<file path="config.mk">
export PLATFORM = sky130hd
export DESIGN_NAME = cycle_block_cnt
export DESIGN_NICKNAME = d
export VERILOG_FILES = /design/src/rtl/cycle_block_cnt.sv
export SDC_FILE = /design/constraint.sdc
export NUM_CORES = 1
export LEC_CHECK = 0
export ABC_AREA = 1
export CAP_MARGIN = 0
export CELL_PAD_IN_SITES_DETAIL_PLACEMENT = 0
export CELL_PAD_IN_SITES_GLOBAL_PLACEMENT = 1
export CORE_MARGIN = 2
export CORE_UTILIZATION = 25
export DETAILED_ROUTE_END_ITERATION = 10
export PLACE_DENSITY = 0.66
export SETUP_SLACK_MARGIN = 0.4
export SLEW_MARGIN = 0
export SYNTH_ARGS = -nofsm -noshare
export SYNTH_HDL_FRONTEND = slang
export SYNTH_SLANG_ARGS = --single-unit
</file>
<file path="constraint.sdc">
create_clock -name clk -period 1.9 [get_ports clk]
set_input_delay 0.475 -clock clk [delete_from_list [all_inputs] [get_ports clk]]
set_output_delay 0.475 -clock clk [all_outputs]
set_load 0.02 [all_outputs]
</file>
<file path="src/rtl/cycle_block_cnt.sv">
// rtl/cycle_block_cnt.sv - block-cycle sequencer: in-block count, block pulse, sub-word select, case/epoch tracking
// Optional feature: define CYCLE_BLOCK_STALL_EN to add the stall input.
module cycle_block_cnt #(
    parameter int CPC            = 18,
    parameter int TRAINING_CASES = 10000,
    parameter int EPOCHS         = 10
) (
    input  logic                              clk,
    input  logic                              reset,
`ifdef CYCLE_BLOCK_STALL_EN
    input  logic                              stall,
`endif
    output logic [$clog2(CPC)-1:0]            count,
    output logic                              cycle_clk,
    output logic [$clog2(CPC-2)-1:0]          sel_network,
    output logic                              out_valid,
    output logic [$clog2(TRAINING_CASES)-1:0] case_idx,
    output logic [$clog2(EPOCHS+1)-1:0]       epoch,
    output logic                              done
);

    localparam int CW = $clog2(CPC);
    localparam int SW = $clog2(CPC-2);
    localparam int KW = $clog2(TRAINING_CASES);
    localparam int EW = $clog2(EPOCHS+1);

    localparam logic [CW-1:0] COUNT_LAST = CW'(CPC-1);
    localparam logic [CW-1:0] COUNT_PRE  = CW'(CPC-2);
    localparam logic [KW-1:0] CASE_LAST  = KW'(TRAINING_CASES-1);
    localparam logic [EW-1:0] EPOCH_LAST = EW'(EPOCHS-1);

    logic hold;
    logic advance;
    logic block_end;
    logic case_wrap;

`ifdef CYCLE_BLOCK_STALL_EN
    assign hold = stall;
`else
    assign hold = 1'b0;
`endif

    assign advance   = !done && !hold;
    assign block_end = advance && (count == COUNT_LAST);
    assign case_wrap = (case_idx == CASE_LAST);

    // The two leading counts of a block wrap to the top select values.
    assign sel_network = count[SW-1:0] - SW'(2);
    assign out_valid   = (count >= CW'(2));

    always_ff @(posedge clk or negedge reset) begin
        if (!reset) begin
            count     <= '0;
            cycle_clk <= 1'b0;
            case_idx  <= '0;
            epoch     <= '0;
            done      <= 1'b0;
        end else begin
            // Registered pulse: high on the edge that loads the last count.
            cycle_clk <= advance && (count == COUNT_PRE);
            if (advance) begin
                count <= (count == COUNT_LAST) ? '0 : count + 1'b1;
            end
            if (block_end) begin
                case_idx <= case_wrap ? '0 : case_idx + 1'b1;
                if (case_wrap) begin
                    epoch <= epoch + 1'b1;
                    if (epoch == EPOCH_LAST) begin
                        done <= 1'b1;
                    end
                end
            end
        end
    end

endmodule

</file>
==> out/qor.txt, run 1 <==
Status: completed
Pwr per Cell Area: 362 nW/um2
Largest family of logic cells by synthesized area: simple AND/OR/NAND/NOR gates
Hold Crit Depth: 1
Syn avg cell area: 7.69 um2
Vias per cell: 4.27
Xor/xnor cell area share of the yosys netlist: 3.93%
Clock buffer depth: 2
Post-synthesis adder-cell area fraction: 8.01%
Maximum number of pins on one net before global-route repair: 26
Setup violators final: 0
Final wirelength: 4.03 mm
Vias in the first global route: 1347
FILL cells: 592
Post-CTS Hold Buffers: 0
IR drop worst, VDD: 0.000243 V
Crit path capture type: output port
Top layer in use: met4
Total GRT Usage: 11.5%
Row count: 28
Met3 WL: 92 um
RSZ-0062 raised after global routing: yes
FF-to-FF setup slack: 0.21 ns
Ys Warns: 0
Crit path DAT: 1.22 ns
DIE WIDTH: 83.0 um
Via count: 1455
Final GP Congestion: 0.754
Critical path launch point: count[1]$_DFFE_PN0N_
Max Cap Violations: 0
DIE AREA: 6890 um2
Sink Count: 25
Area occupied by multi-input gates: 932 um2
Hold Path Sink: cycle_clk$_DFF_PN0_
Initial antenna violation count: 0
Final setup TNS: 0 ns
Distinct cells, synth: 21
Clock Skews: 0.00762 ns
Die height: 83.0 um
DRT Pass-1 Iters: 4
CP Buf/Inv Count: 1
Ant. Diodes: 0
Drt initial violations: 92
IO Count: 32
Post-route ant nets: 0
Hold Startpoint: done$_DFFE_PN0P_
Yosys reg bits: 25
Total gr overflow: 0
Hpwl dp: 2.84 mm
Synth Area in Simple Gates: 32.3%
Cell Chain, Critical Path: ha_1, nand2_1, nand4_1, buf_2
Clock root cell: clkbuf_8
Worst hold path class: flop to flop
Mapped Cells: 203
R2R Path Start: count[1]$_DFFE_PN0N_
Leakage power: 0.00114 uW
Worst path max stage delay: 0.45 ns
Core ar.: 5990 um2
Top Family by Delay on Critical Path: flip-flops
Mux cell area share after synthesis: 0%
Final max-slew violation count: 0
Final Hold Viols: 0
Post-place setup slack: 0.0268 ns
Worst setup margin: 0.206 ns
H-tree depth: 1
Compound-Gate Fraction of Synth Area: 5.13%
DRT met1 WL: 1.93 mm
Tot Pwr: 878 uW
First-pass GRT wire length: 6.51 mm
R2R Path End: epoch[0]$_DFFE_PN0P_
Initial Util: 26.1%
CTS buffer count: 3
Worst-path clk slew: 0.09 ns
CP max stage cell: dfrtp_2
Seq/Total Area, Yosys: 40.1%
FF/Latch Area: 641 um2
Fin cells: 341
DRC viols: 0
Total Nets Final: 279
Placed cells: 316
Syn Nets: 215
Worst setup SP type: flop
Layout cell share with drive strength beyond 1: 41.4%
R2r worst-path depth: 13
Area Overhead vs Synth: 55.4%
Critical path type: flop to output port
Max Clk Rate: 0.590 GHz
Final worst path period need: 1.69 ns
CTS tree: done
IO Port Bufs: 31
Worst-path fanout max: 4
DR WL met2: 1.93 mm
WP data required: 1.42 ns
Slew @ Worst Pin: 0.441 ns
Synthesized cell area: 1560 um2
Drt wl/cell: 11.8 um
Slew HR: 70.5%
Worst skew pair latency: 0.28 ns
Final period util: 89.2%
==> state kept, by name (all words and copies together) (netlist names) <==
register / cells
count: 5
case_idx: 14
cycle_clk: 1
done: 1
epoch: 4
==> cell usage after synthesis, drive strengths merged <==
cell type | number | area, um2
nand2 | 45 | 169
nor2 | 34 | 166
inv | 33 | 124
dfrtp | 25 | 626
nand3 | 22 | 125
o21ai | 11 | 55.1
ha | 10 | 125
a21oi | 5 | 25.0
nand4 | 5 | 31.3
xor2 | 5 | 43.8
buf | 4 | 41.3
xnor2 | 2 | 17.5
nand3b | 1 | 7.51
nor3 | 1 | 5.00
==> how the worst max path moves through the flow <==
stage / to / slack (ns) / depth (start not counted)
floorplan: case_idx[11]$_DFFE_PN0P_ / 0.40 / 10
global placement: sel_network[3] / 0.04 / 4
detailed placement: sel_network[3] / 0.03 / 4
CTS: sel_network[3] / 0.16 / 4
global route: case_idx[10]$_DFFE_PN0P_ / 0.11 / 14
finish: out_valid / 0.21 / 4
==> routing by layer <==
| metal | vias up | track usage, % |
|---|---|---|
| li1 | 764 | - |
| met1 | 660 | 15.9 |
| met2 | 24 | 18.2 |
| met3 | 7 | 1.69 |
| met4 | 0 | 4.47 |
| met5 | - | 0 |
==> area by class of cell <==
| cell class | instances | area share (%) |
|---|---|---|
| Inverter | 33 | 5.72 |
| Multi-Input combinational cell | 142 | 38.4 |
| Clock buffer | 4 | 1.86 |
| Tap cell | 75 | 3.87 |
| Timing Repair Buffer | 62 | 23.7 |
| Sequential cell | 25 | 26.4 |
==> where the power goes <==
| group | switching, uW | internal [uW] |
|---|---|---|
| Combinational | 11.0 | 3.14 |
| Clock | 182 | 150 |
| Sequential | 0 | 531 |
==> timing repair <==
| item | 4_1_cts | 5_1_grt |
|---|---|---|
| gates resized for setup | 128 | 32 |
| pin swaps | 9 | 12 |
| hold endpoints to repair | 0 | 0 |
| buffers inserted | 7 | 13 |
| gates cloned | 1 | 0 |
| setup endpoints to repair | 49 | 43 |
==> stage by stage <==
| step | instance area [um2] | hold slack, ns | util (%) |
|---|---|---|---|
| detailed placement | 2040 | 0.519 | 34.1 |
| finish | 2430 | 0.542 | 40.5 |
| CTS | 2250 | 0.532 | 37.5 |
| global route | 2430 | 0.584 | 40.5 |
| global placement | 2040 | 0.525 | 34.1 |
| floorplan | 1600 | 0.179 | - |
==> cell families after synthesis <==
| family | count (synthesis) |
|---|---|
| AOI/OAI and AO/OA | 16 |
| xor gates and xnor gates | 7 |
| buffers and inverters | 37 |
| and+or+nand+nor | 108 |
| adders and majority gates | 10 |
| DFF | 25 |
==> worst register-to-register path, stage by stage (launching register included) <==
cell      delay, ns
dfrtp_2        0.45
inv_4          0.08
buf_6          0.09
buf_6          0.09
ha_4           0.11
nand2_2        0.05
inv_2          0.07
nand3_4        0.09
buf_12         0.15
clkinv_8       0.06
buf_12         0.10
nand3_4        0.11
nand2_1        0.10
nand2_1        0.04
==> cells in the final DEF (no fill, tap or decap), types with 4 or more instances in the layout <==
master / netlist / final
nand4_1: 5 / 5
nand2_1: 45 / 37
dfrtp_2: 0 / 12
buf_6: 3 / 8
nand3_2: 3 / 7
nand3_1: 19 / 12
xor2_1: 5 / 4
buf_2: 0 / 6
ha_1: 10 / 8
inv_1: 32 / 28
dfrtp_1: 25 / 13
o21ai_2: 0 / 6
a21oi_1: 5 / 5
nor2_1: 28 / 28
clkdlybuf4s15_2: 0 / 12
nand3_4: 0 / 4
buf_4: 1 / 23
nand2_2: 0 / 8
No activity file was read; power rests on OpenSTA's default activity.
==> run 2: changes to the inputs <==
--- a/config.mk
+++ b/config.mk
@@ -6,6 +6,7 @@
 export NUM_CORES = 1
 export LEC_CHECK = 0
 export ABC_AREA = 1
+export ABC_CLOCK_PERIOD_IN_PS = 1900
 export CAP_MARGIN = 0
 export CELL_PAD_IN_SITES_DETAIL_PLACEMENT = 0
 export CELL_PAD_IN_SITES_GLOBAL_PLACEMENT = 1
==> results of run 2 <==
No change in the layout: final DEF, timing and power equal those of run 1.
==> run 3: changes to the inputs <==
--- a/config.mk
+++ b/config.mk
@@ -6,14 +6,14 @@
 export NUM_CORES = 1
 export LEC_CHECK = 0
 export ABC_AREA = 1
-export ABC_CLOCK_PERIOD_IN_PS = 1900
+export ABC_CLOCK_PERIOD_IN_PS = 1550
 export CAP_MARGIN = 0
 export CELL_PAD_IN_SITES_DETAIL_PLACEMENT = 0
 export CELL_PAD_IN_SITES_GLOBAL_PLACEMENT = 1
 export CORE_MARGIN = 2
 export CORE_UTILIZATION = 25
 export DETAILED_ROUTE_END_ITERATION = 10
-export PLACE_DENSITY = 0.66
+export PLACE_DENSITY = 0.69
 export SETUP_SLACK_MARGIN = 0.4
 export SLEW_MARGIN = 0
 export SYNTH_ARGS = -nofsm -noshare
==> constraint.sdc (replaced) <==
create_clock -name clk -period 1.55 [get_ports clk]
set_input_delay 0.3875 -clock clk [delete_from_list [all_inputs] [get_ports clk]]
set_output_delay 0.3875 -clock clk [all_outputs]
set_load 0.02 [all_outputs]
==> run 3 against run 2 <==
The run now ends with setup timing left; wire length is 1.1% lower; non-clock buffer count is 8 higher; global-route usage is 0.25 points higher; clock skew is 0.0031 ns lower; sequential power is 23% higher; first-iteration DRC count is 28% lower; die area stayed put; largest power group unchanged; highest routed layer unchanged.
==> out/qor.txt, run 3 (synthesized netlist as in run 1, its figures left out) <==
Sw Ratio: 22.3%
Setup violators final: 6
First-pass GRT wire length: 6.76 mm
Drt wl/cell: 11.4 um
Worst-path clk slew: 0.10 ns
Regs by FF count: case_idx (14), count (5), epoch (4)
Final wirelength: 3.98 mm
Sink Count: 25
Worst setup margin: -0.0445 ns
Drt initial violations: 66
Final Hold Viols: 0
Worst-path fanout max: 4
Total GRT Usage: 11.8%
IR drop worst, VDD: 0.000297 V
Layout cell share with drive strength beyond 1: 40.5%
Worst skew pair latency: 0.27 ns
Vias in the first global route: 1437
DRT Pass-1 Iters: 4
Crit path capture type: output port
DRC viols: 0
Die height: 83.0 um
Area Overhead vs Synth: 60.5%
Final period util: 103%
Max reg flops: 14
Worst hold path class: input port to asynchronous set/reset pin
Post-layout util: 41.8%
Worst setup SP type: flop
Post-DP Area: 2170 um2
Final worst path period need: 1.59 ns
Clock buffer depth: 2
Cell Chain, Critical Path: inv_4, buf_6, buf_4, buf_6, buf_6
Core ar.: 5990 um2
Final GP Congestion: 0.754
Pwr per Cell Area: 429 nW/um2
Critical path type: flop to output port
WP data required: 1.16 ns
Reg power frac: 60.5%
Slew HR: 77.6%
Ant. Diodes: 0
Post-CTS Hold Buffers: 0
Top Family by Delay on Critical Path: buffers and inverters
DIE AREA: 6890 um2
Hpwl dp: 2.84 mm
Max Clk Rate: 0.627 GHz
Maximum number of pins on one net before global-route repair: 26
IO Count: 32
Status: finished with violations
CTS buffer count: 3
Vias per cell: 4.27
Pint: 836 uW
Row count: 28
Initial antenna violation count: 0
Final Cell Area: 2510 um2
Total Nets Final: 287
Clock root cell: clkbuf_8
Final max-slew violation count: 0
Slew @ Worst Pin: 0.336 ns
CP Buf/Inv Count: 5
Clock Skews: 0.00451 ns
DIE WIDTH: 83.0 um
Cell mode on critical path: buf_6
Biggest register: case_idx
Initial Util: 26.1%
CTS tree: done
Max Cap Violations: 0
Failing checks: setup timing
H-tree depth: 1
Net switching power: 240 uW
Combinational share of power: 1.6%
Total gr overflow: 0
Worst path max stage delay: 0.41 ns
Via count: 1489
Leakage power: 0.00122 uW
Commonest cells after routing, fill and taps aside: 43 x nand2_1, 36 x buf_6, 30 x buf_4, 27 x inv_1, 26 x nor2_1
Share of total power in the clock network: 37.9%
Post-route ant nets: 0
Leading cell type in the layout, fill and taps excluded: nand2_1
IO Port Bufs: 31
RSZ-0062 raised after global routing: yes
Crit path DAT: 1.21 ns
Final setup TNS: -0.172 ns
CP max stage cell: dfrtp_2
==> run 3: changes by cell type in the layout (fill, tap and decap cells not counted), sizes merged <==
cell | before | now
buf | 41 | 69
dlygate4sd2 | 2 | 0
clkdlybuf4s15 | 15 | 0
inv | 32 | 33
clkbuf | 7 | 3
==> run 3: final timing paths <==
| kind | startpoint | end | slack (ns) | cells past startpoint |
|---|---|---|---|---|
| max | count[1]$_DFFE_PN0N_ | sel_network[1] | -0.04 | 5 |
| min | reset | count[0]$_DFFE_PN0N_ | 0.47 | 2 |
| max reg2reg | count[1]$_DFFE_PN0N_ | case_idx[11]$_DFFE_PN0P_ | -0.03 | 11 |
| min reg2reg | case_idx[1]$_DFFE_PN0P_ | case_idx[1]$_DFFE_PN0P_ | 0.56 | 2 |
| max in group asynchronous | reset | case_idx[0]$_DFFE_PN0P_ | 0.81 | 2 |
| min in group clk | case_idx[1]$_DFFE_PN0P_ | case_idx[1]$_DFFE_PN0P_ | 0.56 | 2 |
==> run 3: metrics by stage <==
step / power, uW / setup slack [ns] / std cells / hold WS [ns]
finish: 1080 / -0.0445 / 349 / 0.469
global route: 1120 / -0.113 / 349 / 0.503
CTS: 1100 / -0.0459 / 343 / 0.495
detailed placement: 684 / -0.262 / 330 / 0.511
global placement: 683 / -0.245 / 330 / 0.507
floorplan: 665 / 0.0794 / 203 / 0.0919
==> run 3: worst register-to-register path: stages (launching register included) <==
cell and delay [ns]:
dfrtp_2 0.44, inv_4 0.08, buf_6 0.11, ha_4 0.12, nand2_2 0.05, inv_2 0.06
nand3_4 0.10, buf_12 0.17, nor2_8 0.16, nand2_1 0.07, nor2_1 0.08, nor2_1 0.05
==> run 3: final cells by class <==
type	count	area [um2]
Timing Repair Buffer	70	696
Fill cell	584	3480
Inverter	33	131
Multi-Input combinational cell	142	906
Tap cell	75	93.8
Sequential cell	25	633
Clock buffer	3	41.3
Clock inverter	1	5.00
==> run 3: power by group through the flow <==
stage,Sequential [uW],Clock (uW),Combinational (uW)
after CTS,652,425,18.9
after global routing,652,449,20.3
final,652,408,16.9
after global placement,665,0,18.9
after detailed placement,665,0,19.0
after floorplan,665,0,0.000493
==> run 3: layer usage <==
layer  wire length [um]  share of wire [%]  vias to the layer above  GRT usage, %
li1                   -                  -                      776             -
met1               1980                 50                      681          16.7
met3                116                2.9                        2          1.39
met5                  0                  0                        -             0
met4                 49                1.2                        0          4.47
met2               1840                 46                       30          18.3
==> run 3: timing repair <==
| item | 4_1_cts | 5_1_grt |
|---|---|---|
| buffers inserted | 8 | 6 |
| gates resized for setup | 194 | 29 |
| endpoints found under the setup margin | 54 | 54 |
| pin swaps | 1 | 7 |
| cloned | 1 | 0 |
